`src/rtl/vg_pkg.sv`:
```
// Shared opcode/state types and address widths for the vector-generator fetch unit.
package vg_pkg;
    localparam int WADDR_W = 12;
    localparam int BADDR_W = WADDR_W + 1;

    typedef enum logic [2:0] {
        OP_VCTR = 3'd0,
        OP_HALT = 3'd1,
        OP_SVEC = 3'd2,
        OP_STAT = 3'd3,
        OP_CNTR = 3'd4,
        OP_JSR  = 3'd5,
        OP_RTS  = 3'd6,
        OP_JMP  = 3'd7
    } opcode_t;

    typedef enum logic [2:0] {
        ST_IDLE,
        ST_FETCH,
        ST_FETCH_EXT,
        ST_EXEC,
        ST_ISSUE
    } state_t;

    // Opcodes that are handed to the beam engine rather than executed locally.
    function automatic logic is_issued(opcode_t op);
        return (op == OP_VCTR) || (op == OP_SVEC) || (op == OP_STAT) || (op == OP_CNTR);
    endfunction
endpackage

```
`src/rtl/vg_fetch_if.sv`:
```
// Vector-RAM read port plus the instruction handshake towards the beam engine.
interface vg_fetch_if;
    import vg_pkg::*;

    logic [BADDR_W-1:0] mem_addr;
    logic [7:0]         mem_data;
    logic               instr_valid;
    logic               instr_ready;
    logic [2:0]         instr_op;
    logic [31:0]        instr_data;

    modport master (
        output mem_addr,
        input  mem_data,
        output instr_valid,
        input  instr_ready,
        output instr_op,
        output instr_data
    );

    modport slave (
        input  mem_addr,
        output mem_data,
        input  instr_valid,
        output instr_ready,
        input  instr_op,
        input  instr_data
    );
endinterface

```
`src/rtl/vg_return_stack.sv`:
```
// Subroutine return-address LIFO; the top entry is visible without a read cycle.
module vg_return_stack
    import vg_pkg::*;
#(
    parameter int DEPTH = 4
) (
    input  logic               clk,
    input  logic               rst_n,
    input  logic               clear,
    input  logic               push,
    input  logic               pop,
    input  logic [WADDR_W-1:0] push_data,
    output logic [WADDR_W-1:0] top,
    output logic               full,
    output logic               empty
);
    localparam int PTR_W = (DEPTH > 1) ? $clog2(DEPTH) : 1;

    logic [PTR_W:0]       count_reg;
    logic [WADDR_W-1:0]   entry_reg [DEPTH];
    logic [PTR_W-1:0]     wr_idx;
    logic [PTR_W-1:0]     rd_idx;

    assign wr_idx = count_reg[PTR_W-1:0];
    assign rd_idx = PTR_W'(count_reg - (PTR_W+1)'(1));
    assign full   = (count_reg == (PTR_W+1)'(DEPTH));
    assign empty  = (count_reg == '0);
    assign top    = entry_reg[rd_idx];

    always_ff @(posedge clk or negedge rst_n) begin
        if (!rst_n) begin
            count_reg <= '0;
        end else if (clear) begin
            count_reg <= '0;
        end else if (push && !full) begin
            count_reg <= count_reg + (PTR_W+1)'(1);
        end else if (pop && !empty) begin
            count_reg <= count_reg - (PTR_W+1)'(1);
        end
    end

    // Entry storage needs no reset: the count alone defines what is valid.
    always_ff @(posedge clk) begin
        if (!clear && push && !full) begin
            entry_reg[wr_idx] <= push_data;
        end
    end
endmodule

```
`src/rtl/vg_fetch.sv`:
```
// Vector-generator instruction fetch/sequencer: reads 16-bit words from vector RAM,
// executes control flow locally and hands draw instructions to the beam engine.
module vg_fetch
    import vg_pkg::*;
#(
    parameter int                 STACK_DEPTH = 4,
    parameter logic [WADDR_W-1:0] START_WADDR = 12'h000
) (
    input  logic          clk,
    input  logic          rst_n,
    input  logic          vggo,
    input  logic          vgrst,
    output logic          halt,
    output logic          err,
    vg_fetch_if.master    bus
);
    state_t               state_reg;
    logic [WADDR_W-1:0]   pc_reg;
    logic [1:0]           phase_reg;
    logic [7:0]           lo_reg;
    logic [15:0]          word0_reg;
    logic [BADDR_W-1:0]   mem_addr_reg;
    logic                 halt_reg;
    logic                 err_reg;
    logic                 valid_reg;
    opcode_t              op_reg;
    logic [31:0]          data_reg;

    logic [WADDR_W-1:0]   pc_inc;
    logic [WADDR_W-1:0]   pc_issue_next;
    opcode_t              fetched_op;
    opcode_t              exec_op;
    logic                 stk_push;
    logic                 stk_pop;
    logic                 stk_full;
    logic                 stk_empty;
    logic [WADDR_W-1:0]   stk_top;

    assign pc_inc        = pc_reg + 12'd1;
    assign pc_issue_next = pc_reg + ((op_reg == OP_VCTR) ? 12'd2 : 12'd1);
    assign fetched_op    = opcode_t'(bus.mem_data[7:5]);
    assign exec_op       = opcode_t'(word0_reg[15:13]);

    assign halt            = halt_reg;
    assign err             = err_reg;
    assign bus.mem_addr    = mem_addr_reg;
    assign bus.instr_valid = valid_reg;
    assign bus.instr_op    = op_reg;
    assign bus.instr_data  = data_reg;

    always_comb begin
        stk_push = 1'b0;
        stk_pop  = 1'b0;
        if (!vgrst && state_reg == ST_EXEC) begin
            stk_push = (exec_op == OP_JSR) && !stk_full;
            stk_pop  = (exec_op == OP_RTS) && !stk_empty;
        end
    end

    vg_return_stack #(.DEPTH(STACK_DEPTH)) u_stack (
        .clk       (clk),
        .rst_n     (rst_n),
        .clear     (vgrst),
        .push      (stk_push),
        .pop       (stk_pop),
        .push_data (pc_inc),
        .top       (stk_top),
        .full      (stk_full),
        .empty     (stk_empty)
    );

    // The address for word PC+1 is presented speculatively in the last FETCH
    // cycle so a VCTR extension word arrives without an extra bubble.
    always_ff @(posedge clk or negedge rst_n) begin
        if (!rst_n) begin
            state_reg    <= ST_IDLE;
            pc_reg       <= START_WADDR;
            phase_reg    <= 2'd0;
            lo_reg       <= 8'h00;
            word0_reg    <= 16'h0000;
            mem_addr_reg <= '0;
            halt_reg     <= 1'b1;
            err_reg      <= 1'b0;
            valid_reg    <= 1'b0;
            op_reg       <= OP_VCTR;
            data_reg     <= 32'h0;
        end else if (vgrst) begin
            state_reg <= ST_IDLE;
            halt_reg  <= 1'b1;
            valid_reg <= 1'b0;
            err_reg   <= 1'b0;
        end else begin
            case (state_reg)
                ST_IDLE: begin
                    if (vggo) begin
                        pc_reg       <= START_WADDR;
                        halt_reg     <= 1'b0;
                        mem_addr_reg <= {START_WADDR, 1'b0};
                        phase_reg    <= 2'd0;
                        state_reg    <= ST_FETCH;
                    end
                end
                ST_FETCH: begin
                    case (phase_reg)
                        2'd0: begin
                            mem_addr_reg <= {pc_reg, 1'b1};
                            phase_reg    <= 2'd1;
                        end
                        2'd1: begin
                            lo_reg       <= bus.mem_data;
                            mem_addr_reg <= {pc_inc, 1'b0};
                            phase_reg    <= 2'd2;
                        end
                        default: begin
                            word0_reg <= {bus.mem_data, lo_reg};
                            phase_reg <= 2'd0;
                            if (fetched_op == OP_VCTR) begin
                                mem_addr_reg <= {pc_inc, 1'b1};
                                state_reg    <= ST_FETCH_EXT;
                            end else if (is_issued(fetched_op)) begin
                                valid_reg <= 1'b1;
                                op_reg    <= fetched_op;
                                data_reg  <= {16'h0000, bus.mem_data, lo_reg};
                                state_reg <= ST_ISSUE;
                            end else begin
                                state_reg <= ST_EXEC;
                            end
                        end
                    endcase
                end
                ST_FETCH_EXT: begin
                    if (phase_reg == 2'd0) begin
                        lo_reg    <= bus.mem_data;
                        phase_reg <= 2'd1;
                    end else begin
                        valid_reg <= 1'b1;
                        op_reg    <= OP_VCTR;
                        data_reg  <= {bus.mem_data, lo_reg, word0_reg};
                        phase_reg <= 2'd0;
                        state_reg <= ST_ISSUE;
                    end
                end
                ST_EXEC: begin
                    case (exec_op)
                        OP_JMP: begin
                            pc_reg       <= word0_reg[11:0];
                            mem_addr_reg <= {word0_reg[11:0], 1'b0};
                            state_reg    <= ST_FETCH;
                        end
                        OP_JSR: begin
                            if (stk_full) begin
                                err_reg   <= 1'b1;
                                halt_reg  <= 1'b1;
                                state_reg <= ST_IDLE;
                            end else begin
                                pc_reg       <= word0_reg[11:0];
                                mem_addr_reg <= {word0_reg[11:0], 1'b0};
                                state_reg    <= ST_FETCH;
                            end
                        end
                        OP_RTS: begin
                            if (stk_empty) begin
                                err_reg   <= 1'b1;
                                halt_reg  <= 1'b1;
                                state_reg <= ST_IDLE;
                            end else begin
                                pc_reg       <= stk_top;
                                mem_addr_reg <= {stk_top, 1'b0};
                                state_reg    <= ST_FETCH;
                            end
                        end
                        default: begin
                            halt_reg  <= 1'b1;
                            state_reg <= ST_IDLE;
                        end
                    endcase
                end
                ST_ISSUE: begin
                    if (bus.instr_ready) begin
                        valid_reg    <= 1'b0;
                        pc_reg       <= pc_issue_next;
                        mem_addr_reg <= {pc_issue_next, 1'b0};
                        phase_reg    <= 2'd0;
                        state_reg    <= ST_FETCH;
                    end
                end
                default: begin
                    halt_reg  <= 1'b1;
                    state_reg <= ST_IDLE;
                end
            endcase
        end
    end
endmodule

```
`src/flat_wrapper.sv`:
```
// flat-port wrapper written by rule: the top's interface ports become plain ports
module vg_fetch_flat import vg_pkg::*;
#(
    parameter int                 STACK_DEPTH = 4,
    parameter logic [WADDR_W-1:0] START_WADDR = 12'h000
)
  (clk, rst_n, vggo, vgrst, halt, err, bus_mem_addr, bus_mem_data, bus_instr_valid, bus_instr_ready, bus_instr_op, bus_instr_data);
  vg_fetch_if bus_i ();
  input  logic clk;
  input  logic rst_n;
  input  logic vggo;
  input  logic vgrst;
  output logic halt;
  output logic err;
  output wire logic [$bits(bus_i.mem_addr)-1:0] bus_mem_addr;
  input wire logic [$bits(bus_i.mem_data)-1:0] bus_mem_data;
  output wire logic [$bits(bus_i.instr_valid)-1:0] bus_instr_valid;
  input wire logic [$bits(bus_i.instr_ready)-1:0] bus_instr_ready;
  output wire logic [$bits(bus_i.instr_op)-1:0] bus_instr_op;
  output wire logic [$bits(bus_i.instr_data)-1:0] bus_instr_data;
  assign bus_mem_addr = bus_i.mem_addr;
  assign bus_i.mem_data = bus_mem_data;
  assign bus_instr_valid = bus_i.instr_valid;
  assign bus_i.instr_ready = bus_instr_ready;
  assign bus_instr_op = bus_i.instr_op;
  assign bus_instr_data = bus_i.instr_data;
  vg_fetch #(.STACK_DEPTH(STACK_DEPTH), .START_WADDR(START_WADDR)) u_core (.clk(clk), .rst_n(rst_n), .vggo(vggo), .vgrst(vgrst), .halt(halt), .err(err), .bus(bus_i));
endmodule
```
`config.mk`:
```
export PLATFORM = sky130hd
export DESIGN_NAME = vg_fetch_flat
export DESIGN_NICKNAME = d
export VERILOG_FILES = /design/src/rtl/vg_pkg.sv /design/src/rtl/vg_fetch_if.sv /design/src/rtl/vg_return_stack.sv /design/src/rtl/vg_fetch.sv /design/src/flat_wrapper.sv
export SDC_FILE = /design/constraint.sdc
export NUM_CORES = 1
export LEC_CHECK = 0
export ABC_CLOCK_PERIOD_IN_PS = 3800
export CAP_MARGIN = 10
export CELL_PAD_IN_SITES_DETAIL_PLACEMENT = 0
export CELL_PAD_IN_SITES_GLOBAL_PLACEMENT = 1
export CORE_AREA = 10 10 132 134
export CTS_BUF_LIST = sky130_fd_sc_hd__clkbuf_4
export DETAILED_ROUTE_END_ITERATION = 7
export DIE_AREA = 0 0 142 144
export PLACE_DENSITY = 0.93
export SLEW_MARGIN = 10
export SYNTH_ARGS = -nofsm -noshare
export SYNTH_HDL_FRONTEND = slang
export SYNTH_HIERARCHICAL = 1
export SYNTH_SLANG_ARGS = --single-unit
```
`constraint.sdc`:
```
create_clock -name clk -period 3.8 [get_ports clk]
set_clock_uncertainty 0.05 [all_clocks]
set_input_delay 0.57 -clock clk [delete_from_list [all_inputs] [get_ports clk]]
set_output_delay 0.57 -clock clk [all_outputs]
set_load 0.005 [all_outputs]
```
==> out/metrics.yaml <==
leading_post_synthesis_cells_by_instance_count: "dfrtp_1 (94), nand2_1 (72), edfxtp_1 (48)"
nFillCells: 1238
first_iter_violations: 459
clock_insertion_delay_worst_skew_ps: 550
ctsHtreeMaxLevel: 4
worst-path-max-fanout: 12
synth_fp_nets: 611
pin_count: 64
clockRootBuffer: "clkbuf_4"
fmaxAchievable_mhz: 319.4
ys_async_sr_fraction_pct: 66.43
cts_hold_buffers: 0
synth-main-ff-cell: "dfrtp_1"
cp.required_ps: 3930
largest_register_ff_count: 48
n_antenna_cell: 0
tightest_slew_ps: 1194
routed_wl_mm: 16.88
post_synth_inst_count: 589
routed_via_density: 5.854
synthMostInstantiatedCell: "dfrtp_1"
setup_tns_ps: 0
num_rows: 45
global_route.overflow_total: 0
grt_pass1_vias: 4907
yosysWarnings: 6
synth.top_cells.by_area: "dfrtp_1 (33%), edfxtp_1 (20%), mux2_2 (6.0%)"
worst-endpoint-arrival_ps: 3260
die_height_um: 144
timing.critical_path.to_type: "flop"
place_hpwl_mm: 11.73
postCtsSetupBuffers: 0
maximum_resistive_drop_on_vdd_mv: 0.1970
die_width_um: 142
report.final.slew_viol_count: 0
cts_resized: 0
antenna_found_initial: 0
final_period_minus_worst_setup_slack_ps: 3131
regToRegEndpoint: "u_core/u_stack/entry_reg[0][1]"
route.detailed.drc: 0
clock_tree_from_tritoncts: "yes"
synthToLayoutAreaGrowth_pct: 15.50
worstRegToRegCells: 9
synth_area_leader_cell: "dfrtp_1"
buffer_ports.inserted: 63
worst_setup_hold_path_clk_slew_ps: 130
grt_start_max_net_pins: 75
synth_enable_flop_cells: 48
setup.reg_to_reg.worst_slack_ps: 670
post_synth_instance_area_um2: 7118
post_synthesis_average_cell_area_um2: 12.09
drtPass1Iterations: 5
layout.cells.non_filler: 845
synth.distinct_cells: 67
grt_first_pass_wirelength_mm: 26.84
grt.total_usage_pct: 16.57
max-slew-margin-rel_pct: 20.40
cts.sink_count: 143
p_leak_nw: 3.458
grt_setup_unrepaired: "false"
hold_viol_final: 0
synth_seq_area_share_pct: 53.66
run_status: "complete, no violations"
post_drt_wl_per_cell_um: 19.97
criticalPathCategory: "reg -> reg"
power.density_nw_per_um2: 623.2
num_cts_buffers: 17
placed_cells_incl_taps: 813
fp.coreArea_um2: 14860
max-clock-path-buffers: 2
nets: 666
report.final.setup_viol: 0
timing.critical_path.from_type: "flop"
drtAntennaViolNets: 0
via_count: 4947
ratio_of_cells_with_drive_above_1_in_the_final_layout_pct: 18.87
maxCapViolCount: 0
finalCritPeriodShare_pct: 82.40
effective_utilization_at_floorplan_pct: 47.89
floorplan.die_area_um2: 20450
yosysTopAreaCellShare_pct: 33.05
postSynthRegisterBits: 143
min-delay-path-class: "in -> async"
worst_r2r_startpoint: "u_core/u_stack/count_reg[1]"
routability_congestion_estimate: 0.8787
cell type report:
type / count / area [µm²] / share of cell area [%]
Tap cell: 188 / 235.2 / 2.861
Clock buffer: 18 / 135.1 / 1.644
Multi-Input combinational cell: 393 / 3020 / 36.74
Timing Repair Buffer: 77 / 733.2 / 8.918
Clock inverter: 14 / 232.7 / 2.831
Inverter: 12 / 45.04 / 0.5479
Sequential cell: 143 / 3820 / 46.46
worst max path at each step:
stage | slack, ps | cells past startpoint | startpoint | endpoint
after CTS | 640 | 9 | u_core/u_stack/count_reg[1] | u_core/u_stack/entry_reg[2][4]
final | 670 | 9 | u_core/u_stack/count_reg[1] | u_core/u_stack/entry_reg[0][1]
after global placement | 600 | 6 | bus_mem_data[6] | u_core/bus.instr_data[2]
after detailed placement | 460 | 6 | bus_mem_data[7] | u_core/bus.instr_valid
after global routing | 440 | 9 | u_core/u_stack/count_reg[1] | u_core/u_stack/entry_reg[3][0]
after floorplan | 990 | 11 | u_core/u_stack/count_reg[0] | u_core/u_stack/entry_reg[0][0]
power breakdown:
group	leakage (nW)	internal (W)	switching (W)	total, W
Clock	0.202	0.000665	0.000561	0.00123
Combinational	1.56	0.000890	0.000711	0.00160
Sequential	1.70	0.00194	0.000354	0.00230
metrics by stage:
step / utilization, % / total power, W / instance area (µm²) / setup slack, ps / hold slack, ps
after floorplan: - / 0.003157 / 7118 / 989.3 / 224.4
after global placement: 52.84 / 0.003880 / 7854 / 599.9 / 426.2
after detailed placement: 52.84 / 0.003933 / 7854 / 459.4 / 426.4
after CTS: 55.31 / 0.005160 / 8222 / 641.5 / 85.39
after global routing: 55.31 / 0.005407 / 8222 / 443.3 / 118.4
final: 55.31 / 0.005124 / 8222 / 668.8 / 91.52
logic make-up (layout without fill, tap and decap cells):
group,count (synthesis),count (layout),share of synthesized area [%]
and+or+nand+nor,171,171,11.71
buffers and inverters,53,121,3.902
adders and majority gates,9,9,1.688
muxes,75,75,14.03
xor gates and xnor gates,25,25,3.076
DFF,143,143,53.67
AOI/OAI and AO/OA,113,113,11.94
worst max-delay path: stages, from the launching register on:
cell      delay, ps
dfrtp_1         400
inv_1           100
ha_1            260
and2_2          220
nor2b_1         210
nand3b_1        100
nor3_1          360
a21boi_2        280
and2b_1         210
and2_1          570
metal layers:
metal	global-route usage (%)	vias up	share of wire, %
li1	-	2268	-
met1	21.40	2487	43
met2	26.55	161	49
met3	3.837	31	5.8
met4	6.186	0	1.9
met5	0	-	0
placed cells by master (no fill, tap or decap), types with 12 or more instances in the layout:
cell type,instances
dfrtp_1,94
nand2_1,72
clkdlybuf4s50_1,62
edfxtp_1,48
mux2_2,38
nor2_1,31
a21oi_1,23
a22o_1,21
clkbuf_4,18
xor2_1,17
buf_4,15
mux2i_1,15
nor3_1,13
o21ai_0,13
inv_1,12
o2bb2ai_1,12
mux4_2,12
Power figures use the tool's default switching activity.
